$ cat src/rtl/line_mem_arbiter.sv
`default_nettype none
// line_mem_arbiter -- round-robin sharing of the line-wide DataMemory between
// the instruction cache (port 0) and the data cache (port 1). Rev 1.0
module line_mem_arbiter #(
  parameter int LINE_SIZE = 16,
  parameter int CNT_WIDTH = 16
) (
  input  logic                     clk,
  input  logic                     reset,
  input  logic                     r0_valid,
  input  logic [31:0]              r0_addr,
  input  logic                     r0_read,
  input  logic                     r0_write,
  input  logic [LINE_SIZE*8-1:0]   r0_din,
  output logic                     r0_grant,
  output logic                     r0_resp_valid,
  output logic [LINE_SIZE*8-1:0]   r0_dout,
  input  logic                     r1_valid,
  input  logic [31:0]              r1_addr,
  input  logic                     r1_read,
  input  logic                     r1_write,
  input  logic [LINE_SIZE*8-1:0]   r1_din,
  output logic                     r1_grant,
  output logic                     r1_resp_valid,
  output logic [LINE_SIZE*8-1:0]   r1_dout,
  output logic                     mem_is_input_valid,
  output logic [31:0]              mem_addr,
  output logic                     mem_read,
  output logic                     mem_write,
  output logic [LINE_SIZE*8-1:0]   mem_din,
  input  logic                     mem_is_output_valid,
  input  logic [LINE_SIZE*8-1:0]   mem_dout,
  input  logic                     mem_ready,
  output logic [CNT_WIDTH-1:0]     gnt_cnt0,
  output logic [CNT_WIDTH-1:0]     gnt_cnt1
);

  localparam int LINE_BITS = LINE_SIZE * 8;

  localparam logic [1:0] S_IDLE  = 2'd0;
  localparam logic [1:0] S_ISSUE = 2'd1;
  localparam logic [1:0] S_WAIT  = 2'd2;
  localparam logic [1:0] S_RESP  = 2'd3;

  localparam logic [CNT_WIDTH-1:0] CNT_MAX = '1;

  logic [1:0]           state_q, state_d;
  logic                 win_q, win_d;
  logic                 last_q, last_d;
  logic [31:0]          addr_q, addr_d;
  logic                 rd_q, rd_d;
  logic                 wr_q, wr_d;
  logic [LINE_BITS-1:0] din_q, din_d;
  logic                 busy_seen_q, busy_seen_d;
  logic [LINE_BITS-1:0] dout0_q, dout0_d;
  logic [LINE_BITS-1:0] dout1_q, dout1_d;
  logic [CNT_WIDTH-1:0] cnt0_q, cnt0_d;
  logic [CNT_WIDTH-1:0] cnt1_q, cnt1_d;

  logic pick;
  logic start;

  // On a tie the port that did not win last time takes the grant.
  always_comb begin
    pick = 1'b0;
    if (r0_valid && r1_valid) begin
      pick = ~last_q;
    end else if (r1_valid) begin
      pick = 1'b1;
    end
  end

  assign start = (state_q == S_IDLE) && mem_ready && (r0_valid || r1_valid);

  always_comb begin
    state_d     = state_q;
    win_d       = win_q;
    last_d      = last_q;
    addr_d      = addr_q;
    rd_d        = rd_q;
    wr_d        = wr_q;
    din_d       = din_q;
    busy_seen_d = busy_seen_q;
    dout0_d     = dout0_q;
    dout1_d     = dout1_q;
    cnt0_d      = cnt0_q;
    cnt1_d      = cnt1_q;
    case (state_q)
      S_IDLE: begin
        if (start) begin
          win_d  = pick;
          addr_d = pick ? r1_addr : r0_addr;
          wr_d   = pick ? r1_write : r0_write;
          rd_d   = (pick ? r1_read : r0_read) & ~wr_d;
          din_d  = pick ? r1_din : r0_din;
          if (pick) begin
            cnt1_d = (cnt1_q == CNT_MAX) ? cnt1_q : cnt1_q + 1'b1;
          end else begin
            cnt0_d = (cnt0_q == CNT_MAX) ? cnt0_q : cnt0_q + 1'b1;
          end
          state_d = (rd_d || wr_d) ? S_ISSUE : S_RESP;
        end
      end
      S_ISSUE: begin
        busy_seen_d = 1'b0;
        state_d     = S_WAIT;
      end
      S_WAIT: begin
        // A write is done only once the memory has been seen busy and then idle again.
        if (wr_q) begin
          if (mem_ready && busy_seen_q) begin
            state_d = S_RESP;
          end else if (!mem_ready) begin
            busy_seen_d = 1'b1;
          end
        end else if (mem_is_output_valid) begin
          if (win_q) begin
            dout1_d = mem_dout;
          end else begin
            dout0_d = mem_dout;
          end
          state_d = S_RESP;
        end
      end
      S_RESP: begin
        last_d  = win_q;
        state_d = S_IDLE;
      end
      default: state_d = S_IDLE;
    endcase
  end

  always_ff @(posedge clk) begin
    if (reset) begin
      state_q     <= S_IDLE;
      win_q       <= 1'b0;
      last_q      <= 1'b0;
      addr_q      <= '0;
      rd_q        <= 1'b0;
      wr_q        <= 1'b0;
      din_q       <= '0;
      busy_seen_q <= 1'b0;
      dout0_q     <= '0;
      dout1_q     <= '0;
      cnt0_q      <= '0;
      cnt1_q      <= '0;
    end else begin
      state_q     <= state_d;
      win_q       <= win_d;
      last_q      <= last_d;
      addr_q      <= addr_d;
      rd_q        <= rd_d;
      wr_q        <= wr_d;
      din_q       <= din_d;
      busy_seen_q <= busy_seen_d;
      dout0_q     <= dout0_d;
      dout1_q     <= dout1_d;
      cnt0_q      <= cnt0_d;
      cnt1_q      <= cnt1_d;
    end
  end

  assign r0_grant           = start && !pick && !reset;
  assign r1_grant           = start && pick && !reset;
  assign r0_resp_valid      = (state_q == S_RESP) && !win_q && !reset;
  assign r1_resp_valid      = (state_q == S_RESP) && win_q && !reset;
  assign r0_dout            = dout0_q;
  assign r1_dout            = dout1_q;
  assign mem_is_input_valid = (state_q == S_ISSUE) && !reset;
  assign mem_addr           = addr_q;
  assign mem_read           = rd_q;
  assign mem_write          = wr_q;
  assign mem_din            = din_q;
  assign gnt_cnt0           = cnt0_q;
  assign gnt_cnt1           = cnt1_q;

endmodule
`default_nettype wire

$ cat config.mk
export PLATFORM = sky130hd
export DESIGN_NAME = line_mem_arbiter
export DESIGN_NICKNAME = d
export VERILOG_FILES = /design/src/rtl/line_mem_arbiter.sv
export SDC_FILE = /design/constraint.sdc
export NUM_CORES = 1
export LEC_CHECK = 0
export CAP_MARGIN = 20
export CORE_AREA = 10 10 347 349
export CTS_CLUSTER_DIAMETER = 100
export DETAILED_ROUTE_END_ITERATION = 10
export DIE_AREA = 0 0 357 359
export PLACE_DENSITY = 0.5
export RECOVER_POWER = 50
export SLEW_MARGIN = 20
export SYNTH_ARGS = -nofsm -noshare
export SYNTH_HDL_FRONTEND = slang
export SYNTH_SLANG_ARGS = --single-unit
$ cat constraint.sdc
create_clock -name clk -period 2.92 [get_ports clk]
set_input_delay 0.584 -clock clk [delete_from_list [all_inputs] [get_ports clk]]
set_output_delay 0.584 -clock clk [all_outputs]
set_load 0.005 [all_outputs]
Word-level counts from Yosys, hierarchy flattened:

Cells that the tools add are included.

* bits in writable memories: 0
* memories kept: 0
* output and inout port bits: 455
* latch bits: 0
* memory bits (read-only): 0
* bits in registers: 455

* bitwise operators: 8
* $mul: 0
* mux-type cells: 16
* order comparisons: 0
* div/mod/pow operators: 0
* reduce and logical (&&, ||, !) cells: 27
* shifts and indexed selects: 0
* equality and inequality tests: 11
* add/subtract/negate cells: 2

Operators by type and width (count)
* 128-bit two-way mux: 1
* 16-bit by 1-bit adder with 16-bit output (second input constant): 2
* 16-bit == test (second input constant): 2
* 32-bit two-way mux: 1
* 4-bit AND reduction: 5
* 1-bit logical AND: 13
* 2-bit two-way mux: 5
* 2-bit != test (second input constant): 4
* 2-bit one-hot mux with 4 select lines: 1
* 1-bit two-way mux: 7
* 1-bit NOT: 7
* 3-bit != test (second input constant): 2
* 2-bit == test (second input constant): 2
* 1-bit zero test: 3
* 3-bit AND reduction: 1
* 2-bit by 1-bit == test with 1-bit output (second input constant): 1
* 2-bit zero test: 1
* 1-bit logical OR: 2
* 1-bit one-hot mux with 2 select lines: 1
* 2-bit AND reduction: 1
* 2-bit nonzero test: 1
* 1-bit bitwise AND: 1

Logic depth before layout (Yosys ltp):

* word-level depth: 9
* gate-level depth with buffers: 9
* mapped depth without buffers: 6

Worst setup path before layout:

No wires, ideal clock.

* kind: input -> output
* start point: input port reset
* end point: output port r1_resp_valid
* data required time: 2.336 ns
* stages on the path: 4
* data arrival time: 1.484 ns
* buffers on the path: 3
* slack: 0.852 ns
* path through: clkbuf_1 -> clkbuf_1 -> clkbuf_1 -> and3b_1

* longest elaborated chain between the ends: 2

Ends and longest elaborated chain
* start: declaration: line 9 `input logic reset,`
* 1-bit zero test: line 166 `assign r1_resp_valid = (state_q == S_RESP) && win_q && !reset;`
* 1-bit logical AND: line 166
* end: declaration: line 24 `output logic r1_resp_valid,`

No other way between the ends.

Final worst setup path:

* start point: register state_q[0]
* end point: output port r1_grant

* longest elaborated chain between the ends: 5

Ends and longest elaborated chain
* start: declaration: line 47 `logic [1:0] state_q, state_d;`
* start signal: assignment: line 148 `state_q <= state_d;`
* 2-bit zero test: line 73 `assign start = (state_q == S_IDLE) && mem_ready && (r0_valid || r1_valid);`
* 1-bit logical AND (2 in a row): line 73
* 1-bit logical AND (2 in a row): line 164 `assign r1_grant = start && pick && !reset;`
* end: declaration: line 23 `output logic r1_grant,`

No other way between the ends.

==> results.yml <==
cts:
  clk_pin_slew_worst_paths_ns: 0.06
  ctsHoldBuffers: 0
  root_buffer: "clkbuf_16"
  post_cts_buffers: 0
  clock_path_buffers: 3
  cts_buffers: 58
  cts_num_sinks: 455
  insertion_delay_ns: 0.64
  htree_levels: 2
  tritoncts: "done"
grt:
  grt_pass1_vias: 18305
  grt_pass1_wl_microns: 142000
  gr-total-overflow: 0
  grt.total_usage_pct: 15.1
  antenna_found_initial: 35
  grt_start_max_net_pins: 174
timing:
  final.min_clock_period_ns: 2.71
  max_slew_margin_pct: 3.21
  period_share_pct: 92.9
  worstMarginPinSlew_ns: 1.44
  setup_tns_ns: 0
  rsz0062_at_grt: "no"
  finClkSkew_ns: 0.0221
  slew_viol_final: 0
  setup_violations: 0
  clock.fmax_mhz: 369
  hold_viol: 0
critical_path:
  critPathLaunchType: "flop"
  cpMaxStageDelayCell: "clkdlybuf4s50_1"
  worstPathRequired_ns: 2.34
  cp_max_fo: 5
  critical_path.max_stage_delay_ns: 0.51
  cp.arrival_ns: 2.13
  critPathCaptureType: "output port"
  path_cells: "inv_2, ha_4, and2_0, nand2_1, nor2_1, clkdlybuf4s50_1"
  worstSetupPathType: "flop to output port"
route:
  num_vias: 18433
  avgRoutedWirePerCell_microns: 22.6
  routed_wl_microns: 102000
  first_iter_violations: 959
  top_layer: "met5"
  met2_wirelength_microns: 49800
  ant_nets: 0
  met1Wirelength_microns: 38200
  drt_pre_antenna_iters: 5
  drcViolationCount: 0
  via_per_inst: 4.07
  wl_met3_microns: 12300
placement:
  numPlacedInstances: 4416
  dpl.hpwl_microns: 81500
  portBuffers: 912
  place_congestion: 0.844
layout:
  fin_nets: 3429
  syn_to_final_growth_pct: 73.3
  drive_above_1_share_pct: 5.52
  final_common_cell: "clkdlybuf4s50_1"
  final_cell_mix: "780 x clkdlybuf4s50_1, 526 x nand2_1, 455 x dfxtp_1"
  fin_cells: 4530
pwr:
  combinationalPowerShare_pct: 24.0
  swShare_pct: 29.2
  p_int_uw: 13500
  p_leak_uw: 0.0110
  power_switching_uw: 5550
  ir_drop_mv: 0.417
  power_frac_seq_pct: 38.3
  powerDensity_nw_per_um2: 619
  power_frac_clock_pct: 37.7
synthesis:
  ys.warnings.count: 0
  synth_nets: 2543
  synth_xor_area_share_pct: 0
  synth_mux_area_share_pct: 9.40
  synth-compound-area-share_pct: 16.6
  ys_ff_latch: 455
  synth_simple_gate_area_share_pct: 18.2
  postSynthAreaPerCell_sq_um: 8.53
  synth_top_family_by_area: "simple AND/OR/NAND/NOR gates"
  ys_types: 46
  synthCells: 2078
  syn-cell-area_sq_um: 17700
  ys_seq_area_share_pct: 51.4
  synth-adder-area-share_pct: 0.494
die:
  io_pins: 913
  row_count: 124
  die_area_sq_um: 128000
  die_w_microns: 357
  die_h_microns: 359
  core_area_sq_um: 114000
  initial_core_util_pct: 15.6
outcome:
  status: "finished, final reports clean"
min_path:
  hold_path.class: "input port to flop"
run:
  drv_cap: 0
-- critical path, delay by kind of cell (launching register included) --
kind	cells	cell delay (ns)
simple gates	3	0.35
fa+ha+maj	1	0.17
buf+inv	2	0.61
flops	1	0.35
-- flip-flops by register name, indices dropped and copies added (netlist names), 2 cells and up --
name      count
mem_din     128
r0_dout     128
r1_dout     128
mem_addr     32
gnt_cnt0     16
gnt_cnt1     16
state_q       2
-- repair_timing --
action / 4_1_cts / 5_1_grt
gates resized for setup: 3 / 3
pin swaps: 0 / 0
endpoints found under the setup margin: 3 / 2
-- synthesized netlist by cell type (all sizes together) --
cell	number	area (sq um)
nor3b	3	22.5
nor2b	6	37.5
o21a	1	7.51
a311oi	3	26.3
mux2	4	45.0
nor4b	1	8.76
nand2b	4	25.0
o21bai	1	7.51
buf	58	269
nor4	6	50.0
o21ai	7	35.0
nand4	10	62.6
nand2	526	1970
nand3b	3	22.5
and3b	1	8.76
o211ai	2	15.0
a31oi	3	18.8
nor2	178	668
a21oi	282	1410
o311a	1	10.0
and4	4	35.0
ha	7	87.6
or3	6	37.5
and3	5	31.3
or3b	1	8.76
inv	7	26.3
o32ai	1	8.76
a21boi	1	7.51
o31ai	15	113
nand4b	1	8.76
clkbuf	108	408
a32oi	1	8.76
o41ai	1	8.76
a2111oi	1	8.76
mux2i	162	1620
a211oi	167	1250
and2	2	12.5
or4	15	113
nor3	3	15.0
nand3	15	85.1
dfxtp	455	9110
-- area by class of cell --
| type | instances | area (sq um) |
|---|---|---|
| timing repair buffer | 992 | 9870 |
| clock buffer | 84 | 1650 |
| sequential | 455 | 9110 |
| tap | 1512 | 1890 |
| clock inverter | 20 | 231 |
| multi-input combinational | 1450 | 7940 |
| antenna | 10 | 25.0 |
| fill | 12338 | 82800 |
| inverter | 7 | 26.3 |
-- cells by family (layout without fill, tap and decap cells) --
| group | Yosys count | in the layout |
|---|---|---|
| simple gates | 790 | 790 |
| compound gates | 487 | 487 |
| flops | 455 | 455 |
| buf+inv | 173 | 1103 |
| mux | 166 | 166 |
| fa+ha+maj | 7 | 7 |
| other cells | 0 | 10 |
-- power groups by stage --
stage	combinational [uW]	sequential, uW	clock [uW]
floorplan	1700	7370	0
global placement	4740	7420	0
detailed placement	4750	7420	0
CTS	4790	7310	7440
global route	5020	7370	7700
finish	4560	7290	7170
-- through the flow --
stage	hold slack (ns)	setup slack (ns)	util [%]	total power (uW)	cell area [sq um]
floorplan	0.453	0.852	-	9070	17700
global placement	0.442	0.184	25.5	12200	29000
detailed placement	0.446	0.163	25.5	12200	29000
CTS	0.165	0.0133	27.2	19500	30900
global route	0.196	0.0469	27.1	20100	30700
finish	0.231	0.208	27.1	19000	30700
-- final timing paths --
path / from / endpoint / slack [ns] / depth (start not counted)
setup reg to reg: state_q[0]$_SDFFE_PP0P_ / mem_din[40]$_SDFFE_PP0P_ / 0.27 / 9
setup / recovery: state_q[0]$_SDFFE_PP0P_ / r1_grant / 0.21 / 6
hold / removal: reset / gnt_cnt0[0]$_SDFFE_PP0P_ / 0.23 / 2
hold reg to reg: r0_dout[32]$_SDFFE_PP0P_ / r0_dout[32]$_SDFFE_PP0P_ / 0.45 / 2
-- per-layer routing --
metal / track usage (%) / vias to the layer above
met2: 26.2 / 686
met3: 7.72 / 133
met5: 0 / -
met4: 3.07 / 14
met1: 16.4 / 8655
li1: - / 8945
No activity file was read; power rests on OpenSTA's default activity.
